==> config.mk <==
export PLATFORM = sky130hd
export DESIGN_NAME = lsu_pipe
export DESIGN_NICKNAME = d
export VERILOG_FILES = /design/src/rtl/lsu_pkg.sv /design/src/rtl/lsu_pipe_align.sv /design/src/rtl/lsu_pipe.sv
export SDC_FILE = /design/constraint.sdc
export NUM_CORES = 1
export LEC_CHECK = 0
export BUFFER_PORTS_ARGS = -buffer_cell sky130_fd_sc_hd__buf_2
export CELL_PAD_IN_SITES_DETAIL_PLACEMENT = 1
export CELL_PAD_IN_SITES_GLOBAL_PLACEMENT = 2
export CORE_AREA = 2 2 162 164
export DETAILED_ROUTE_END_ITERATION = 10
export DIE_AREA = 0 0 164 166
export PLACE_DENSITY_LB_ADDON = 0.1
export SETUP_SLACK_MARGIN = 0.1
export SKIP_CTS_REPAIR_TIMING = 1
export SLEW_MARGIN = 10
export SYNTH_ARGS = -nofsm -noshare
export SYNTH_HDL_FRONTEND = slang
export SYNTH_SLANG_ARGS = --single-unit
==> constraint.sdc <==
create_clock -name clk -period 2.4 [get_ports clk]
set_clock_uncertainty 0.1 [all_clocks]
set_input_delay 0.24 -clock clk [delete_from_list [all_inputs] [get_ports clk]]
set_output_delay 0.24 -clock clk [all_outputs]
set_load 0.1 [all_outputs]
==> src/rtl/lsu_pkg.sv <==
// Shared encodings and helpers for the load/store unit.
package lsu_pkg;

  localparam logic [2:0] F3_LB  = 3'b000;
  localparam logic [2:0] F3_LH  = 3'b001;
  localparam logic [2:0] F3_LW  = 3'b010;
  localparam logic [2:0] F3_LD  = 3'b011;
  localparam logic [2:0] F3_LBU = 3'b100;
  localparam logic [2:0] F3_LHU = 3'b101;
  localparam logic [2:0] F3_LWU = 3'b110;
  localparam logic [2:0] F3_SB  = 3'b000;
  localparam logic [2:0] F3_SH  = 3'b001;
  localparam logic [2:0] F3_SW  = 3'b010;
  localparam logic [2:0] F3_SD  = 3'b011;

  typedef enum logic [1:0] {S_IDLE, S_REQ, S_WAIT, S_DRAIN} lsu_state_e;

  // Byte mask for the access size; zero when the size exceeds the datapath.
  function automatic logic [7:0] size_mask(input logic [2:0] f3, input int nb);
    logic [7:0] m;
    case (f3[1:0])
      2'd0:    m = 8'h01;
      2'd1:    m = 8'h03;
      2'd2:    m = 8'h0F;
      default: m = 8'hFF;
    endcase
    if ((1 << f3[1:0]) > nb) m = 8'h00;
    return m;
  endfunction

endpackage

==> src/rtl/lsu_pipe_align.sv <==
// Combinational lane steering: store byte-enables/replication and load extract/extend.
module lsu_pipe_align
  import lsu_pkg::*;
#(
  parameter int XLEN  = 32,
  parameter int NB    = XLEN / 8,
  parameter int OFF_W = $clog2(NB)
) (
  input  logic [2:0]       st_funct3,
  input  logic [OFF_W-1:0] st_off,
  input  logic [XLEN-1:0]  st_data,
  output logic [NB-1:0]    st_we,
  output logic [XLEN-1:0]  st_lanes,
  input  logic [2:0]       ld_funct3,
  input  logic [OFF_W-1:0] ld_off,
  input  logic [XLEN-1:0]  ld_rdata,
  output logic [XLEN-1:0]  ld_result
);

  logic [7:0]      st_mask;
  logic [XLEN-1:0] ld_shift;
  int              st_bytes;
  int              ld_bits;
  int              ld_sbit;

  assign st_mask  = size_mask(st_funct3, NB);
  assign st_we    = st_mask[NB-1:0] << st_off;
  assign ld_shift = ld_rdata >> {ld_off, 3'b000};

  // Byte lane i carries source byte (i mod size): replicates byte/half/word.
  always_comb begin
    st_lanes = '0;
    st_bytes = 1 << st_funct3[1:0];
    for (int i = 0; i < NB; i++)
      st_lanes[i*8 +: 8] = st_data[(i % st_bytes)*8 +: 8];
  end

  always_comb begin
    ld_result = ld_shift;
    ld_bits   = 8 << ld_funct3[1:0];
    ld_sbit   = (ld_bits > XLEN) ? XLEN - 1 : ld_bits - 1;
    for (int i = 0; i < XLEN; i++)
      if (i >= ld_bits) ld_result[i] = ld_funct3[2] ? 1'b0 : ld_shift[ld_sbit];
  end

endmodule

==> src/rtl/lsu_pipe.sv <==
// Memory-stage load/store unit: one access at a time, valid/ready to the dcache,
// misalignment rejection and flush/drain handling.
module lsu_pipe
  import lsu_pkg::*;
#(
  parameter int XLEN   = 32,
  parameter int ADDR_W = 32,
  parameter int REG_W  = 5
) (
  input  logic                clk,
  input  logic                reset_n,
  input  logic                flush,
  input  logic                req_valid,
  output logic                req_ready,
  input  logic                req_store,
  input  logic [2:0]          req_funct3,
  input  logic [ADDR_W-1:0]   req_addr,
  input  logic [XLEN-1:0]     req_wdata,
  input  logic [REG_W-1:0]    req_rd,
  output logic                dmem_req_valid,
  input  logic                dmem_req_ready,
  output logic [ADDR_W-1:0]   dmem_addr,
  output logic [XLEN/8-1:0]   dmem_we,
  output logic [XLEN-1:0]     dmem_wdata,
  input  logic                dmem_rsp_valid,
  input  logic [XLEN-1:0]     dmem_rdata,
  output logic                wb_valid,
  output logic [REG_W-1:0]    wb_rd,
  output logic [XLEN-1:0]     wb_data,
  output logic                misalign,
  output logic [ADDR_W-1:0]   misalign_addr,
  output logic                stall
);

  localparam int NB    = XLEN / 8;
  localparam int OFF_W = $clog2(NB);

  lsu_state_e       state_q;
  logic             store_q;
  logic [2:0]       f3_q;
  logic [OFF_W-1:0] off_q;
  logic [REG_W-1:0] rd_q;
  logic [NB-1:0]    st_we;
  logic [XLEN-1:0]  st_lanes;
  logic [XLEN-1:0]  ld_result;
  logic             accept;
  logic             bad;

  lsu_pipe_align #(.XLEN(XLEN)) u_align (
    .st_funct3 (req_funct3),
    .st_off    (req_addr[OFF_W-1:0]),
    .st_data   (req_wdata),
    .st_we     (st_we),
    .st_lanes  (st_lanes),
    .ld_funct3 (f3_q),
    .ld_off    (off_q),
    .ld_rdata  (dmem_rdata),
    .ld_result (ld_result)
  );

  assign req_ready      = (state_q == S_IDLE);
  assign dmem_req_valid = (state_q == S_REQ);
  assign stall          = (state_q != S_IDLE) | (req_valid & ~req_ready);
  assign accept         = req_ready & req_valid & ~flush;

  // Illegal encodings are rejected through the same path as misaligned ones.
  always_comb begin
    bad = 1'b0;
    case (req_funct3[1:0])
      2'd1:    bad = req_addr[0];
      2'd2:    bad = |req_addr[1:0];
      2'd3:    bad = |req_addr[2:0];
      default: bad = 1'b0;
    endcase
    if (size_mask(req_funct3, NB) == 8'h00)                 bad = 1'b1;
    if (req_store && req_funct3[2])                         bad = 1'b1;
    if (!req_store && req_funct3 == 3'b111)                 bad = 1'b1;
    if (!req_store && req_funct3 == F3_LWU && XLEN == 32)   bad = 1'b1;
  end

  always_ff @(posedge clk or negedge reset_n) begin
    if (!reset_n) begin
      state_q       <= S_IDLE;
      store_q       <= 1'b0;
      f3_q          <= '0;
      off_q         <= '0;
      rd_q          <= '0;
      dmem_addr     <= '0;
      dmem_we       <= '0;
      dmem_wdata    <= '0;
      wb_valid      <= 1'b0;
      wb_rd         <= '0;
      wb_data       <= '0;
      misalign      <= 1'b0;
      misalign_addr <= '0;
    end else begin
      wb_valid <= 1'b0;
      misalign <= 1'b0;
      case (state_q)
        S_IDLE: if (accept) begin
          if (bad) begin
            misalign      <= 1'b1;
            misalign_addr <= req_addr;
          end else begin
            store_q    <= req_store;
            f3_q       <= req_funct3;
            off_q      <= req_addr[OFF_W-1:0];
            rd_q       <= req_rd;
            dmem_addr  <= {req_addr[ADDR_W-1:OFF_W], {OFF_W{1'b0}}};
            dmem_we    <= req_store ? st_we : '0;
            dmem_wdata <= st_lanes;
            state_q    <= S_REQ;
          end
        end
        S_REQ: begin
          if (dmem_req_ready) begin
            if (store_q)    state_q <= S_IDLE;
            else if (flush) state_q <= S_DRAIN;
            else            state_q <= S_WAIT;
          end else if (flush) begin
            state_q <= S_IDLE;
          end
        end
        S_WAIT: begin
          if (dmem_rsp_valid) begin
            if (!flush) begin
              wb_valid <= 1'b1;
              wb_rd    <= rd_q;
              wb_data  <= ld_result;
            end
            state_q <= S_IDLE;
          end else if (flush) begin
            state_q <= S_DRAIN;
          end
        end
        S_DRAIN: if (dmem_rsp_valid) state_q <= S_IDLE;
        default: state_q <= S_IDLE;
      endcase
    end
  end

endmodule

==> flow_metrics.env <==
export IMPL_gr_total_overflow=0
export IMPL_hold_slack_ns=-0.0214
export IMPL_path_buf_inv=1
export IMPL_drv_cap=0
export IMPL_synth_most_common_cell="nand2_1"
export IMPL_slew_limit_headroom_pct=64.2
export IMPL_place_ws_ns=-0.121
export IMPL_timing_final_ws_setup_ns=0.223
export IMPL_vias=6816
export IMPL_setup_viol=0
export IMPL_yosysTopAreaCell="dfrtp_1"
export IMPL_drt_iter0_drc=332
export IMPL_worst_ep_required_time_ns=2.61
export IMPL_viasPerCell=4.86
export IMPL_ys_top_cells_by_count="178 x nand2_1, 150 x dfrtp_1, 46 x mux2_2"
export IMPL_holdPathEnd="dmem_wdata[2]"
export IMPL_drc_errors=0
export IMPL_dieArea_um2=27200
export IMPL_hpwl_mm=18.5
export IMPL_antenna_found_initial=1
export IMPL_syn_area_per_cell_um2=10.1
export IMPL_synth_top_area_share_pct=50.0
export IMPL_postLayoutCellArea_um2=10500
export IMPL_status="complete, but fails checks"
export IMPL_violations="hold timing"
export IMPL_rsz0062_at_grt="false"
export IMPL_area_growth_pct=40.2
export IMPL_ios=253
export IMPL_gp_congestion=0.881
export IMPL_ys_seq_area_share_pct=50.0
export IMPL_rr_endpoint="dmem_wdata[28]"
export IMPL_num_nets_final=1177
export IMPL_routed_wl_mm=25.2
export IMPL_placed_area_um2=9520
export IMPL_worst_pin_slew_ns=0.537
export IMPL_grt_max_degree=49
export IMPL_numCtsBuffers=17
export IMPL_maxSlewViolCount=0
export IMPL_drive_above_1_share_pct=38.1
export IMPL_path_class="register to register"
export IMPL_grt_pass1_wl_mm=39.2
export IMPL_yosys_top_cells_area="dfrtp_1 50%, nand2_1 8.9%, mux2_2 6.9%"
export IMPL_grt_pass1_vias=6921
export IMPL_initial_core_util_pct=29.3
export IMPL_grtUsageTotal_pct=18.4
export IMPL_cp_end_kind="register"
export IMPL_die_y_um=166
export IMPL_insertion_delay_ns=0.44
export IMPL_synth_cells=744
export IMPL_cp_start_kind="register"
export IMPL_core_um2=25600
export IMPL_crit_path_top_delay_cell="or4_4"
export IMPL_clk_path_buf_depth=2
export IMPL_crit_family="simple AND/OR/NAND/NOR gates"
export IMPL_hold_path_startpoint="req_wdata[2]"
export IMPL_ant_nets=0
export IMPL_row_count=59
export IMPL_cts_tree="done"
export IMPL_yosys_warnings=0
export IMPL_crit_chain="nor2_4, nand3b_4, or4_4, buf_4, a22o_1"
export IMPL_routedWlPerCell_um=18.0
export IMPL_numPortBuffers=250
export IMPL_ff2ff_setup_slack_ns=0.22
export IMPL_die_w_um=164
export IMPL_finalCriticalPeriod_ns=2.18
export IMPL_syn_area_um2=7500
export IMPL_synthArstFlopShare_pct=100
export IMPL_final_hold_viol_count=2
export IMPL_synthFlopType="dfrtp_1"
export IMPL_ys_ff_latch=150
export IMPL_clkSlewWorstSetupHoldPaths_ns=0.09
export IMPL_synth_edff_count=0
export IMPL_worst_path_max_fanout=45
export IMPL_whs_path_depth=3
export IMPL_r2r_start="state_q[0]"
export IMPL_h_tree_depth=4
export IMPL_drtPass1Iterations=4
export IMPL_period_share_pct=90.7
export IMPL_cpPeakStageDelay_ns=0.60
export IMPL_hold_path_class="primary input to register"
export IMPL_ff2ff_path_depth=5
export IMPL_max_freq_mhz=459
export IMPL_yosysUniqueCellTypes=57
export IMPL_cp_arrival_ns=2.38
export IMPL_clock_root_buffer="clkbuf_16"
export IMPL_clkSinkCount=150
-- layout make-up --
cell class	count	area (um2)
clock buffers	18	429
diodes	1	2.50
flip-flops and latches	150	3750
well taps	335	419
clock inverters	14	185
repair buffers	345	2180
inverters	15	57.6
multi-input cells	524	3490
fillers	2952	15100
-- per-layer routing --
metal  vias to the layer above  wire [um]  share of wire (%)  track usage (%)
li1                       3251          -                  -                -
met1                      3378      11300                 45             24.7
met2                       175      12600                 50             30.9
met3                        12       1100                4.4             3.07
met4                         0        197               0.78             4.35
met5                         -          0                  0                0
-- cells by family (layout without fill, tap and decap cells) --
logic type               after synthesis  count (layout)  share of synthesized area, %
buffers and inverters                 71             392                          4.15
other                                  1               3                        0.0500
AND/OR/NAND/NOR                      250             250                          14.2
AO/OA/AOI/OAI                        169             169                          16.4
multiplexers                          90              90                          13.0
adder cells (fa/ha/maj)               13              13                          2.17
flip-flops                           150             150                          50.0
-- sequential cells by signal, indices dropped and copies added (netlist names) --
name,flops
dmem_addr,30
dmem_wdata,32
dmem_we,4
f3_q,3
misalign,1
misalign_addr,32
off_q,2
rd_q,5
state_q,2
store_q,1
wb_data,32
wb_rd,5
wb_valid,1
-- how the worst max path moves through the flow --
stage,end,depth (start not counted),start,slack (ns)
after global placement,dmem_wdata[0],9,req_funct3[0],-0.07
after global routing,dmem_wdata[3],11,req_funct3[1],0.13
after floorplan,dmem_wdata[16],6,state_q[1],-0.02
after CTS,dmem_wdata[28],5,state_q[0],0.20
final,dmem_wdata[28],5,state_q[0],0.22
after detailed placement,dmem_wdata[5],11,req_funct3[1],-0.12
-- tightest hold or removal path: cells and delay by family --
| kind | cells | cell delay [ns] |
|---|---|---|
| compound gates | 1 | 0.05 |
| simple gates | 1 | 0.06 |
| buf+inv | 1 | 0.14 |
-- per-stage QoR --
step | utilization [%] | hold WS [ns] | std cells | setup TNS (ns)
floorplan | - | -0.156 | 745 | -0.121
global placement | 37.2 | 0.126 | 1331 | -0.732
detailed placement | 37.2 | 0.122 | 1331 | -1.42
CTS | 39.6 | -0.340 | 1363 | 0
global route | 41.0 | 0.00221 | 1401 | 0
finish | 41.1 | -0.0214 | 1402 | 0
-- placed cells by master, fill, tap and decap left out, drive strengths merged, types with 3 or more instances in the layout --
master       synthesis  final
o221ai              15     15
mux2i               43     43
o22a                16     16
nor2b               13     13
clkinv               1      5
clkbuf              30     18
nor3                 5      5
dlygate4sd3          0     38
nand2b               5      5
nand2              178    178
o22ai               19     19
or2                  3      3
a21oi               26     26
mux2                46     46
o21ai               35     35
o31ai                3      3
a22o                 8      8
a211oi               8      8
a31oi               10     10
ha                  13     13
and2                 9      9
inv                 14     22
dfrtp              150    150
a32o                17     17
buf                 26    307
nor2                28     28
Power is left out: the tool's default activity adds up to more than one toggle a clock period on the data nets, which glitch-free logic cannot reach.
